<file path="src/rtl/biquad8_coeff_loader.sv">
// Serial coefficient loader for the biquad8 filter: stages host words locally, then shifts
// them into the filter's B-register cascade highest index first and optionally commits them.
module biquad8_coeff_loader #(
   parameter int unsigned NCOEFF      = 2,
   parameter int unsigned WR_GAP      = 1,
   parameter bit          AUTO_UPDATE = 1'b1,
   localparam int unsigned AdrW       = (NCOEFF > 1) ? $clog2(NCOEFF) : 1
) (
   input  logic            clk,
   input  logic            rst,
   input  logic [AdrW-1:0] stage_adr_i,
   input  logic [17:0]     stage_dat_i,
   input  logic            stage_wr_i,
   input  logic            load_i,
   input  logic            update_i,
   output logic            busy_o,
   output logic            done_o,
   output logic [17:0]     coeff_dat_o,
   output logic            coeff_wr_o,
   output logic            coeff_update_o
);

   localparam int unsigned CntW = (WR_GAP > 1) ? $clog2(WR_GAP) : 1;

   typedef enum logic [2:0] {StIdle, StShift, StGap, StSettle, StUpdate} state_e;

   state_e            state_q, state_d;
   logic [AdrW-1:0]   idx_q, idx_d;
   logic [CntW-1:0]   cnt_q, cnt_d;
   logic [17:0]       dat_q, dat_d;
   logic              done_q, done_d;
   logic [17:0]       staging_q [NCOEFF];
   logic [17:0]       staging_d [NCOEFF];

   // State register
   always_ff @(posedge clk) begin
      if (rst) begin
         state_q <= StIdle;
         idx_q   <= '0;
         cnt_q   <= '0;
         dat_q   <= '0;
         done_q  <= 1'b0;
         for (int i = 0; i < int'(NCOEFF); i++) begin
            staging_q[i] <= '0;
         end
      end else begin
         state_q <= state_d;
         idx_q   <= idx_d;
         cnt_q   <= cnt_d;
         dat_q   <= dat_d;
         done_q  <= done_d;
         for (int i = 0; i < int'(NCOEFF); i++) begin
            staging_q[i] <= staging_d[i];
         end
      end
   end

   // Staging writes are only honoured while idle
   always_comb begin
      for (int i = 0; i < int'(NCOEFF); i++) begin
         staging_d[i] = staging_q[i];
      end
      if (stage_wr_i && (state_q == StIdle) && (32'(stage_adr_i) < NCOEFF)) begin
         staging_d[stage_adr_i] = stage_dat_i;
      end
   end

   // Next-state logic
   always_comb begin
      state_d = state_q;
      idx_d   = idx_q;
      cnt_d   = cnt_q;
      done_d  = 1'b0;
      unique case (state_q)
         StIdle: begin
            if (load_i) begin
               state_d = StShift;
               idx_d   = AdrW'(NCOEFF - 1);
            end else if (update_i) begin
               state_d = StUpdate;
            end
         end
         StShift: begin
            if (idx_q == '0) begin
               state_d = StSettle;
               cnt_d   = CntW'(1);
            end else begin
               state_d = StGap;
               cnt_d   = CntW'(WR_GAP - 1);
            end
         end
         StGap: begin
            if (cnt_q == '0) begin
               state_d = StShift;
               idx_d   = idx_q - 1'b1;
            end else begin
               cnt_d = cnt_q - 1'b1;
            end
         end
         StSettle: begin
            if (cnt_q == '0) begin
               if (AUTO_UPDATE) begin
                  state_d = StUpdate;
               end else begin
                  state_d = StIdle;
                  done_d  = 1'b1;
               end
            end else begin
               cnt_d = cnt_q - 1'b1;
            end
         end
         StUpdate: begin
            state_d = StIdle;
            done_d  = 1'b1;
         end
         default: state_d = StIdle;
      endcase
   end

   // Data is registered on entry to SHIFT so it holds through the following GAP/SETTLE cycle
   always_comb begin
      dat_d = dat_q;
      if (state_d == StShift) begin
         dat_d = staging_d[idx_d];
      end
   end

   // Outputs
   always_comb begin
      busy_o         = 1'b1;
      coeff_wr_o     = 1'b0;
      coeff_update_o = 1'b0;
      unique case (state_q)
         StIdle:   busy_o = 1'b0;
         StShift:  coeff_wr_o = 1'b1;
         StUpdate: coeff_update_o = 1'b1;
         default:  ;
      endcase
      done_o      = done_q;
      coeff_dat_o = dat_q;
   end

endmodule

</file>
<file path="config.mk">
export PLATFORM = sky130hd
export DESIGN_NAME = biquad8_coeff_loader
export DESIGN_NICKNAME = d
export VERILOG_FILES = /design/src/rtl/biquad8_coeff_loader.sv
export SDC_FILE = /design/constraint.sdc
export NUM_CORES = 1
export LEC_CHECK = 0
export CORE_MARGIN = 8
export CORE_UTILIZATION = 55
export CTS_BUF_LIST = sky130_fd_sc_hd__clkbuf_8
export CTS_CLUSTER_DIAMETER = 80
export DETAILED_ROUTE_END_ITERATION = 8
export GPL_TIMING_DRIVEN = 0
export PLACE_DENSITY = 0.82
export SYNTH_ARGS = -nofsm -noshare
export SYNTH_HDL_FRONTEND = slang
export SYNTH_SLANG_ARGS = --single-unit
</file>
<file path="constraint.sdc">
create_clock -name clk -period 1.9 [get_ports clk]
set_input_delay 0.38 -clock clk [delete_from_list [all_inputs] [get_ports clk]]
set_output_delay 0.38 -clock clk [all_outputs]
set_load 0.02 [all_outputs]
</file>
# [Word-level counts from Yosys, hierarchy flattened]
# Memory sizes are Yosys's and may differ from the RTL's.
# Index checks and enable logic that the tools add are counted.
[classes] bitwise_logic=4 muxes=27 addsub=2 n_reduce_logical=5 magnitude_cmp=3 n_eq_ne=5
[ops] operator="$mux 18" n=6
[ops] operator="$bwmux 36" n=1
[ops] operator="$mux 36" n=1
[ops] operator="$demux 18 s1" n=1
[ops] operator="$mux 3" n=4
[ops] operator="$pmux 3 s4" n=1
[ops] operator="$mux 1" n=11
[ops] operator="$eq 3x1->1 const B" n=2
[ops] operator="$eq 3x2->1 const B" n=2
[ops] operator="$ge 2x2->1 const B" n=2
[ops] operator="$not 1->2" n=2
[ops] operator="$pmux 1 s2" n=2
[ops] operator="$eq 3x3->1 const B" n=1
[ops] operator="$logic_not 3->1" n=1
[ops] operator="$logic_and 1x1->1" n=2
[ops] operator="$lt 2x1->1 const B" n=1
[ops] operator="$or 1x1->1" n=2
[ops] operator="$reduce_bool 2->1" n=1
[ops] operator="$reduce_or 2->1" n=1
[ops] operator="$sub 1x1->1 const B" n=2
[word_totals] ram_bits=36 mem_count=1 regBits=24
[mem_list] memory="staging_q" depth=2 word_bits=18 read_ports=2 rd_ports_with_merged_regs=0 write_ports=2 line_no="32" text="logic [17:0] staging_q [NCOEFF];"

# [Longest topological paths before layout]
# Gate-level depths: netlist (run 1).
[logic_depth] word_depth=10 depth_mapped=8 depth_no_buf=5

# [Least setup slack after synthesis (run 1)]
# OpenSTA, ideal clock, no wires.
[synth_path] path_kind="register -> register" from="register state_q[0]" to="register dat_q[0], in the netlist coeff_dat_o[0]" synth_period_minus_slack_ns=1.772 t_arrival_ns=1.653 path_slack_ns=0.128 path_stages_with_launch=9 setup_time_ns=0.120 path_buffers=3 cell_sequence="dfxtp_1 > buf_6 > or4b_4 > buf_6 > nor2_8 > nand2_4 > buf_6 > o221ai_2 > o31ai_1"
[synth_via] elab_chain_len=6 elab_cells_between_ends=17 cone_classes="eq/ne: 4; mux: 10; bitwise: 1; reduce/logical: 2"
[synth_rtl] element="from (decl)" line_no="27" text="state_e state_q, state_d;"
[synth_rtl] element="from (signal assigned)" line_no="38" text="state_q <= StIdle;"
[synth_rtl] element="from (signal assigned)" line_no="47" text="state_q <= state_d;"
[synth_rtl] element="$eq 3x2->1 or $logic_not 3->1 (tied branches)" line_no="74, 63"
[synth_rtl] element="$pmux 1 s2 or $logic_and 1x1->1 (tied branches)" line_no="74, 63"
[synth_rtl] element="$not 1->2 (not written as such) or $mux 36 (tied branches)" line_no="124, 63"
[synth_rtl] element="$mux 18 (not written as such) (3 in series)" line_no="124" text="dat_d = staging_d[idx_d];"
[synth_rtl] element="to (signal assigned)" line_no="50" text="dat_q <= dat_d;"
[synth_rtl] element="to (decl)" line_no="30" text="logic [17:0] dat_q, dat_d;"
# Parallel ways exist; a longest one is shown, timed or not. The select of a mux whose other input is x is not followed.
# A chain may end at the register's enable or synchronous reset.

# [Worst setup path after layout (run 1)]
[layout_path] from="input port load_i" to="register dat_q[6], in the netlist coeff_dat_o[6]"
[layout_via] elab_chain_len=6 elab_cells_between_ends=9 cone_classes="eq/ne: 1; mux: 7; bitwise: 1"
[layout_rtl] element="from (decl)" line_no="14" text="input logic load_i,"
[layout_rtl] element="$mux 1" line_no="76" text="if (load_i) begin"
[layout_rtl] element="$pmux 1 s2" line_no="74" text="unique case (state_q)"
[layout_rtl] element="$not 1->2 (not written as such)" line_no="124"
[layout_rtl] element="$mux 18 (not written as such) (3 in series)" line_no="124"
# Parallel ways exist; a longest one is shown, timed or not. The select of a mux whose other input is x is not followed.

==> impl_metrics.env, run 1 <==
export IMPL_grt_max_degree=12
export IMPL_cts_tree="yes"
export IMPL_h_tree_depth=3
export IMPL_yosys_cell_count_top_type="nand2_1"
export IMPL_gp_congestion=0.827
export IMPL_cp_data_required_time_ps=2140
export IMPL_dr_pass1_iters=6
export IMPL_critPathKind="input port to register"
export IMPL_ys_seq_elements=60
export IMPL_crit_path_max_fanout=10
export IMPL_dpl_cell_area_sq_um=3370
export IMPL_synthesis_nets=369
export IMPL_synth_area_mux_share_pct=0.353
export IMPL_ant_nets=0
export IMPL_initial_core_util_pct=56.3
export IMPL_synthDistinctLibCells=39
export IMPL_grt_pass1_wl_mm=13.4
export IMPL_num_fill_cells=376
export IMPL_maxCapViolations=0
export IMPL_cpMaxStageDelayCell="clkdlybuf4s50_1"
export IMPL_hold_violations=0
export IMPL_async_reset_ff_share_pct=0
export IMPL_synth_edf_count=0
export IMPL_synth_top_area_share_pct=42.3
export IMPL_drc=0
export IMPL_grt_ovfl_total=0
export IMPL_die_area_sq_um=7720
export IMPL_worstPathCellList="clkdlybuf4s50_1, inv_1, mux2i_4, and3b_1, buf_4, buf_6, o221ai_2, o31ai_1"
export IMPL_wl_per_cell_um=18.3
export IMPL_synth_avg_cell_area_sq_um=8.23
export IMPL_fin_tns_setup_ps=0
export IMPL_multiInputGateArea_sq_um=1580
export IMPL_n_antenna_cell=0
export IMPL_area_growth_syn_to_layout_pct=32.6
export IMPL_routed_wl_mm=8.85
export IMPL_design_area_sq_um=3760
export IMPL_rr_worst_depth=7
export IMPL_grt_pass1_vias=2779
export IMPL_synth_ff_type="dfxtp_1"
export IMPL_max_slew_margin_pct=62.4
export IMPL_die_height_um=87.8
export IMPL_cts_buffers=9
export IMPL_period_share_pct=99.6
export IMPL_synth_xor_area_share_pct=0.309
export IMPL_layout_min_cycle_time_ps=1890
export IMPL_ys_seq_area_share_pct=42.3
export IMPL_min_path_type="input port to register"
export IMPL_slew_viol_final=0
export IMPL_placementRows=26
export IMPL_layout_area_seq_sq_um=1200
export IMPL_rsz0062_at_grt="yes"
export IMPL_synthTopCellsByArea="dfxtp_1 42%, nand2_1 12%, a21oi_1 6.9%"
export IMPL_coreArea_sq_um=5040
export IMPL_dp_hpwl_mm=5.33
export IMPL_ios=46
export IMPL_synth_commonest_cells="93 x nand2_1, 60 x dfxtp_1, 39 x a21oi_1"
export IMPL_synth_simple_area_share_pct=23.4
export IMPL_synth_compound_area_share_pct=28.2
export IMPL_status="finished, final reports clean"
export IMPL_die_w_um=87.8
export IMPL_synth_top_family_by_area="compound AO/OA/AOI/OAI gates"
export IMPL_drtIter0Drc=374
export IMPL_drive_gt1_share_pct=16.9
export IMPL_max_stage_delay_ps=490
export IMPL_numClockSinks=60
export IMPL_cts_clk_slew_worst_paths_ps=60
export IMPL_tightest_slew_ps=564
export IMPL_yosys_area_share_adder_pct=0
export IMPL_clock_skew_ps=7.24
export IMPL_antenna_found_initial=0
export IMPL_clockBufferDepth=2
export IMPL_p_per_area_nw_per_um2=918
export IMPL_clk_latency_ps=340
export IMPL_synthCells=345
export IMPL_timing_fmax_mhz=528
export IMPL_final_core_util_pct=74.6
export IMPL_ctsHoldBuffers=0
export IMPL_synth_top_area_cell="dfxtp_1"
export IMPL_cp_data_arrival_time_ps=2130
export IMPL_nets=436
export IMPL_worstSetupStartpointType="input port"
export IMPL_portBuffers=44
export IMPL_synthesis_area_sq_um=2840
export IMPL_yosysWarnings=0
export IMPL_worst_hold_path_num_cells=2
export IMPL_ir_drop_mv=0.604
export IMPL_vias=2942
export IMPL_end_kind="register"
export IMPL_cts_root_buffer="clkbuf_8"
export IMPL_finalSetupViolCount=0
export IMPL_via_per_inst=6.09
export IMPL_grt_usage_pct=22.4
export IMPL_p_leak_nw=1.35
[final cells by class]
| class | count | area share, % |
|---|---|---|
| tap | 70 | 2.33 |
| buffer | 24 | 4.55 |
| inverter | 3 | 0.299 |
| clock buffer | 10 | 3.66 |
| clock inverter | 2 | 0.199 |
| multi-input combinational | 257 | 42.0 |
| sequential | 60 | 31.9 |
| timing repair buffer | 57 | 15.1 |
[critical path, delay by kind of cell]
family	cells	cell delay [ps]
buffers and inverters	4	970
AO/OA/AOI/OAI	2	360
AND/OR/NAND/NOR	1	200
multiplexers	1	220
[repair_timing]
| item | CTS | global route |
|---|---|---|
| buffers inserted | 6 | 6 |
| pin swaps | 2 | 5 |
| gates cloned | 0 | 2 |
| setup endpoints to repair | 37 | 45 |
| gates resized for setup | 23 | 23 |
[path summary, 6_finish.rpt]
| path | start | end | slack, ps |
|---|---|---|---|
| max reg2reg | state_q[0]$_SDFF_PP0_ | coeff_dat_o[3]$_SDFFE_PP0N_ | 7 |
| max | load_i | coeff_dat_o[6]$_SDFFE_PP0N_ | 7 |
| min | rst | done_o$_SDFF_PP0_ | 430 |
| min reg2reg | coeff_dat_o[9]$_SDFFE_PP0N_ | coeff_dat_o[9]$_SDFFE_PP0N_ | 450 |
[per-stage QoR]
step,instances,hold WS [ps],total power [mW],setup WS (ps)
after global routing,483,463,3.59,-53.0
after CTS,476,402,3.36,-31.9
after detailed placement,459,444,2.40,-609
after global placement,459,440,2.38,-600
after floorplan,345,433,2.06,128
final,483,430,3.45,7.22
[power breakdown]
| part | leakage [nW] | total, mW | internal, mW | switching (mW) |
|---|---|---|---|---|
| Combinational | 0.778 | 1.09 | 0.475 | 0.614 |
| Clock | 0.0826 | 0.932 | 0.470 | 0.462 |
| Sequential | 0.489 | 1.43 | 1.36 | 0.0719 |
[registers in the layout (all words and copies together), names as in the netlist]
| signal | flops |
|---|---|
| staging_q | 36 |
| cnt_q | 1 |
| idx_q | 1 |
| coeff_dat_o | 18 |
| state_q | 3 |
| done_o | 1 |
[kinds of logic (layout without fill, tap and decap cells)]
family,Yosys count,in the layout
AND/OR/NAND/NOR,151,152
AO/OA/AOI/OAI,103,103
flip-flops,60,60
buffers and inverters,29,96
XOR/XNOR,1,1
multiplexers,1,1
[per-layer routing]
metal	wire length, um	part of all wire, %	GRT usage, %
met1	3570	40	27.6
met2	4350	49	36.5
met3	717	8.1	4.13
met4	213	2.4	10.8
met5	0	0	0
[cells in the final DEF, fill, tap and decap left out, types with 2 or more instances in the layout]
cell	synthesis	layout
o32a_1	17	17
clkdlybuf4s50_1	0	40
or3_1	2	2
inv_1	3	5
buf_6	3	5
dfxtp_1	60	60
buf_4	4	15
nor2b_1	2	2
buf_12	0	2
o31ai_1	17	16
o221ai_2	10	10
nand2_2	0	2
clkbuf_1	11	8
a211oi_1	2	2
o221ai_1	7	7
o211ai_1	2	2
nor3_1	2	2
buf_2	7	3
nand3_1	3	2
a21oi_4	1	2
o21ai_0	5	4
clkbuf_2	0	3
nor2_1	37	36
nand2_1	93	91
clkbuf_8	0	10
nor4b_4	0	2
a21oi_1	39	37
(Power assumes the default switching activity.)
==> run 2, diff against run 1 <==
--- a/config.mk
+++ b/config.mk
@@ -5,13 +5,14 @@
 export SDC_FILE = /design/constraint.sdc
 export NUM_CORES = 1
 export LEC_CHECK = 0
+export ABC_AREA = 1
 export CORE_MARGIN = 8
 export CORE_UTILIZATION = 55
 export CTS_BUF_LIST = sky130_fd_sc_hd__clkbuf_8
 export CTS_CLUSTER_DIAMETER = 80
 export DETAILED_ROUTE_END_ITERATION = 8
 export GPL_TIMING_DRIVEN = 0
-export PLACE_DENSITY = 0.82
+export PLACE_DENSITY = 0.8
 export SYNTH_ARGS = -nofsm -noshare
 export SYNTH_HDL_FRONTEND = slang
 export SYNTH_SLANG_ARGS = --single-unit
==> run 2 against run 1 <==
Net effect:
- global-route usage decreased by 1.8 points
- clock-buffer cell count increased by 2
- die area increased by 11%
- clock skew increased by 1.9 ps
- critical path type is now register to output pin
- largest cell class unchanged
==> impl_metrics.env, run 2 <==
export IMPL_critPathKind="register to output pin"
export IMPL_h_tree_depth=3
export IMPL_grt_max_degree=11
export IMPL_grt_ovfl_total=0
export IMPL_clk_latency_ps=330
export IMPL_worstSetupStartpointType="register"
export IMPL_synth_edf_count=0
export IMPL_post_place_ws_ps=-189
export IMPL_gp_congestion=0.894
export IMPL_coreArea_sq_um=5780
export IMPL_wl_per_cell_um=13.0
export IMPL_worst_slack_ps=91.3
export IMPL_cts_tree="yes"
export IMPL_layout_min_cycle_time_ps=1810
export IMPL_grt_pass1_wl_mm=14.4
export IMPL_clock_skew_ps=9.12
export IMPL_ant_nets=0
export IMPL_finalSetupViolCount=0
export IMPL_die_area_sq_um=8530
export IMPL_status="finished, final reports clean"
export IMPL_grt_pass1_vias=3158
export IMPL_drc=0
export IMPL_numClockSinks=60
export IMPL_vias=3508
export IMPL_yosys_cell_count_top_type="nand2_1"
export IMPL_drive_gt1_share_pct=7.38
export IMPL_maxCapViolations=0
export IMPL_largest_reg_flops=36
export IMPL_p_leak_nw=2.03
export IMPL_max_slew_margin_pct=61.7
export IMPL_via_per_inst=5.23
export IMPL_die_w_um=92.4
export IMPL_n_antenna_cell=0
export IMPL_final_cell_mix="285 x nand2_1, 58 x dfxtp_1, 44 x nor2_1, 41 x nand3_1, 39 x clkdlybuf4s50_1"
export IMPL_power_mw=5.27
export IMPL_drtIter0Drc=409
export IMPL_synth_commonest_cells="285 x nand2_1, 60 x dfxtp_1, 45 x nor2_1"
export IMPL_min_path_type="input port to register"
export IMPL_slew_viol_final=0
export IMPL_fin_tns_setup_ps=0
export IMPL_routed_wl_mm=8.69
export IMPL_die_height_um=92.4
export IMPL_async_reset_ff_share_pct=0
export IMPL_cts_root_buffer="clkbuf_8"
export IMPL_end_kind="output pin"
export IMPL_antenna_found_initial=0
export IMPL_synth_avg_cell_area_sq_um=5.96
export IMPL_cp_data_arrival_time_ps=1430
export IMPL_ys_seq_area_share_pct=37.4
export IMPL_yosysWarnings=0
export IMPL_grt_usage_pct=20.6
export IMPL_synthTopCellsByArea="dfxtp_1 37%, nand2_1 33%, nand3_1 6.4%"
export IMPL_synth_top_area_cell="dfxtp_1"
export IMPL_regToRegSetupSlack_ps=150
export IMPL_placementRows=28
export IMPL_final_common_cell="nand2_1"
export IMPL_ios=46
export IMPL_synth_ff_type="dfxtp_1"
export IMPL_ys_seq_elements=60
export IMPL_synthDistinctLibCells=22
export IMPL_nets=616
export IMPL_synthesis_nets=562
export IMPL_clockBufferDepth=2
export IMPL_portBuffers=42
export IMPL_dr_pass1_iters=5
export IMPL_period_share_pct=95.2
export IMPL_ir_drop_mv=0.816
export IMPL_synthesis_area_sq_um=3210
export IMPL_crit_path_max_fanout=10
export IMPL_p_per_area_nw_per_um2=1340
export IMPL_initial_core_util_pct=55.5
export IMPL_hold_violations=0
export IMPL_dp_hpwl_mm=6.15
export IMPL_synthCells=538
export IMPL_tightest_slew_ps=574
export IMPL_timing_fmax_mhz=553
export IMPL_synth_top_area_share_pct=37.4
export IMPL_area_growth_syn_to_layout_pct=22.7
export IMPL_largest_register="staging_q"
export IMPL_rsz0062_at_grt="no"
export IMPL_cts_clk_slew_worst_paths_ps=70
export IMPL_cp_data_required_time_ps=1520
export IMPL_cts_buffers=9
[run 2: cell count changes in the layout (fill, tap and decap cells not counted), sizes merged, moves of 3 or more]
cell    previous run  this run
o32a              17         0
inv                5        29
o31ai             17         0
o21ai              5         2
nand3              4        44
nand2             95       285
nor2              39        48
o221ai            17         0
buf               26        20
[run 2: what timing repair did]
action,CTS,global route
gates resized for setup,11,0
setup buffers,1,0
hold buffers,0,0
setup endpoints to repair,3,0
endpoints found under the hold margin,0,0
[run 2: power by group]
group / leakage, nW / total [mW] / switching (mW) / internal [mW]
clock: 0.111 / 1.19 / 0.491 / 0.698
sequential: 0.492 / 1.67 / 0.150 / 1.53
combinational: 1.43 / 2.41 / 1.47 / 0.944
[run 2: critical path: stages, from the launching register on]
cell and delay (ps):
dfxtp_4 370, inv_1 70, nand2_1 90, nor2_2 120
buf_4 130, buf_6 130, inv_1 40, buf_2 150
[run 2: per-layer routing]
layer,GRT usage (%),wire (um),share of wire (%),up-vias
met3,4.85,709,8.2,22
met1,26.4,3990,46,1551
met4,8.46,158,1.8,0
met5,0,0,0,-
li1,-,-,-,1774
met2,32.5,3830,44,161
[run 2: logic make-up after synthesis]
group                  Yosys count  synth area share, %
AOI/OAI and AO/OA               41                 6.83
and+or+nand+nor                379                 47.3
DFF                             60                 37.4
buffers and inverters           58                 8.46
[run 2: path summary, 6_finish.rpt]
check,startpoint,end,depth (start not counted)
worst max-delay path,state_q[0]$_SDFF_PP0_,busy_o,7
worst min-delay path,rst,staging_q[0][26]$_SDFF_PP0_,2
worst max register to register,state_q[2]$_SDFF_PP0_,coeff_dat_o[5]$_SDFFE_PP0N_,9
worst min register to register,staging_q[0][9]$_SDFF_PP0_,staging_q[0][9]$_SDFF_PP0_,2
[run 2: cell type report]
cell class              instances  area, sq um
fillers                       544         1840
multi-input cells             420         1740
flip-flops and latches         60         1210
repair buffers                 43          420
plain buffers                  29          166
clock buffers                  12          165
inverters                      29          109
well taps                      75         93.8
clock inverters                 3         37.5
[run 2: metrics by stage]
stage / hold WS [ps] / instance area [sq um] / utilization (%) / cells
6_report: 455 / 3940 / 68.1 / 671
5_1_grt: 467 / 3940 / 68.1 / 671
4_1_cts: 448 / 3940 / 68.1 / 671
3_5_place_dp: 478 / 3720 / 64.4 / 655
3_3_place_gp: 473 / 3720 / 64.4 / 655
2_1_floorplan: 465 / 3210 / - / 538
==> run 3, diff against run 2 <==
--- a/config.mk
+++ b/config.mk
@@ -7,12 +7,12 @@
 export LEC_CHECK = 0
 export ABC_AREA = 1
 export CORE_MARGIN = 8
-export CORE_UTILIZATION = 55
+export CORE_UTILIZATION = 56
 export CTS_BUF_LIST = sky130_fd_sc_hd__clkbuf_8
 export CTS_CLUSTER_DIAMETER = 80
 export DETAILED_ROUTE_END_ITERATION = 8
 export GPL_TIMING_DRIVEN = 0
-export PLACE_DENSITY = 0.8
+export PLACE_DENSITY = 0.82
 export SYNTH_ARGS = -nofsm -noshare
 export SYNTH_HDL_FRONTEND = slang
 export SYNTH_SLANG_ARGS = --single-unit
==> run 3 against run 2 <==
Net effect:
- first-iteration DRC count shrank 45%
- clock power shrank 4%
- total power is essentially flat
- routed wire length grew 0.33%
- worst hold slack gained 19 ps
- sequential cell count is the same
- utilization grew 3.6 points
- critical endpoint unchanged
- largest power group unchanged
==> impl_metrics.env, run 3 (synthesized netlist as in run 2, its figures left out) <==
export IMPL_largest_register="staging_q"
export IMPL_coreArea_sq_um=5510
export IMPL_maxCapViolations=0
export IMPL_final_cell_mix="285 x nand2_1, 58 x dfxtp_1, 44 x nor2_1, 41 x nand3_1, 39 x clkdlybuf4s50_1"
export IMPL_p_per_area_nw_per_um2=1330
export IMPL_startpoint="state_q[0]$_SDFF_PP0_"
export IMPL_final_common_cell="nand2_1"
export IMPL_hold_end="staging_q[0][0]$_SDFF_PP0_"
export IMPL_antenna_found_initial=0
export IMPL_n_antenna_cell=0
export IMPL_max_slew_margin_pct=59.9
export IMPL_cts_root_buffer="clkbuf_8"
export IMPL_ios=46
export IMPL_clockBufferDepth=2
export IMPL_status="finished, final reports clean"
export IMPL_clock_skew_ps=9.19
export IMPL_fin_cells=670
export IMPL_placementRows=27
export IMPL_rsz0062_at_grt="no"
export IMPL_dp_hpwl_mm=6.23
export IMPL_use_met1_pct=25.4
export IMPL_power_mw=5.27
export IMPL_cp_data_required_time_ps=1520
export IMPL_period_share_pct=97.0
export IMPL_die_area_sq_um=8410
export IMPL_dpl_cell_area_sq_um=3720
export IMPL_drtIter0Drc=225
export IMPL_finalSetupViolCount=0
export IMPL_drc=0
export IMPL_timing_fmax_mhz=543
export IMPL_cts_tree="yes"
export IMPL_dp_cells=652
export IMPL_tightest_slew_ps=602
export IMPL_p_leak_nw=2.04
export IMPL_slew_viol_final=0
export IMPL_regToRegSetupSlack_ps=110
export IMPL_grt_max_degree=12
export IMPL_worstSetupStartpointType="register"
export IMPL_grt_usage_pct=20.6
export IMPL_worst_hold_path_num_cells=3
export IMPL_grtUsageMet3_pct=4.40
export IMPL_drive_gt1_share_pct=7.86
export IMPL_largest_reg_flops=36
export IMPL_cp_data_arrival_time_ps=1460
export IMPL_initial_core_util_pct=58.3
export IMPL_cts_buffers=9
export IMPL_h_tree_depth=3
export IMPL_met2_usage_pct=34.1
export IMPL_vias=3493
export IMPL_busiest_layer="met2"
export IMPL_crit_path_max_fanout=7
export IMPL_hold_violations=0
export IMPL_num_fill_cells=457
export IMPL_numClockSinks=60
export IMPL_cts_clk_slew_worst_paths_ps=70
export IMPL_via_per_inst=5.21
export IMPL_clk_latency_ps=330
export IMPL_ir_drop_mv=0.716
export IMPL_rr_worst_depth=9
export IMPL_gp_congestion=0.849
export IMPL_design_area_sq_um=3950
export IMPL_ant_nets=0
export IMPL_layout_min_cycle_time_ps=1840
export IMPL_whs_ps=474
export IMPL_wl_per_cell_um=13.0
export IMPL_end_kind="output pin"
export IMPL_die_w_um=91.7
export IMPL_portBuffers=42
export IMPL_die_height_um=91.7
export IMPL_dr_pass1_iters=5
export IMPL_grt_ovfl_total=0
export IMPL_r2r_end="coeff_dat_o[2]$_SDFFE_PP0N_"
export IMPL_critPathKind="register to output pin"
export IMPL_grt_pass1_wl_mm=14.3
export IMPL_area_growth_syn_to_layout_pct=23.1
export IMPL_min_path_type="input port to register"
export IMPL_grt_pass1_vias=3210
export IMPL_crit_reg2reg_launch="state_q[2]$_SDFF_PP0_"
export IMPL_routed_wl_mm=8.72
export IMPL_nets=619
export IMPL_worstHoldStart="stage_wr_i"
## run 3: per-layer routing
metal,up-vias,share of wire (%),wire [um]
met3,10,8.2,719
met2,146,46,3980
met4,0,1.2,104
met5,-,0,0
met1,1557,45,3920
li1,1780,-,-
## run 3: cell type report
class	count	area, sq um	area share, %
multi-input cells	420	1740	44.0
flip-flops and latches	60	1210	30.5
repair buffers	47	457	11.6
plain buffers	28	159	4.02
clock buffers	11	151	3.83
inverters	29	109	2.76
well taps	72	90.1	2.28
clock inverters	3	38.8	0.982
## run 3: how the worst max path moves through the flow
stage,end,slack [ps],depth (start not counted)
5_1_grt,busy_o,6,6
4_1_cts,busy_o,30,6
3_5_place_dp,busy_o,-200,7
2_1_floorplan,coeff_dat_o[10]$_SDFFE_PP0N_,450,11
6_report,busy_o,60,6
3_3_place_gp,busy_o,-180,7
## run 3: report_power, final
group          internal [mW]  switching, mW  total (mW)
sequential              1.53          0.154        1.68
combinational          0.985           1.47        2.46
clock                  0.656          0.479        1.14
total                   3.17           2.11        5.27
## run 3: critical path, cell delays in order, from the launching register on
cell	delay, ps
dfxtp_4	370
inv_1	70
nand2_1	80
nor2_2	190
buf_6	140
inv_1	30
clkdlybuf4s15_2	240
## run 3: what timing repair did
item | 4_1_cts | 5_1_grt
gates cloned | 0 | 0
buffers inserted | 1 | 4
endpoints found under the setup margin | 3 | 3
pin swaps | 0 | 1
hold buffers | 0 | 0
hold endpoints to repair | 0 | 0
gates resized for setup | 9 | 1
## run 3: metrics by stage
stage,worst slack [ps],utilization (%),setup TNS (ps)
2_1_floorplan,448,-,0
3_3_place_gp,-182,67.5,-182
3_5_place_dp,-203,67.5,-206
4_1_cts,29.1,71.1,0
5_1_grt,6.42,71.7,0
6_report,57.9,71.7,0
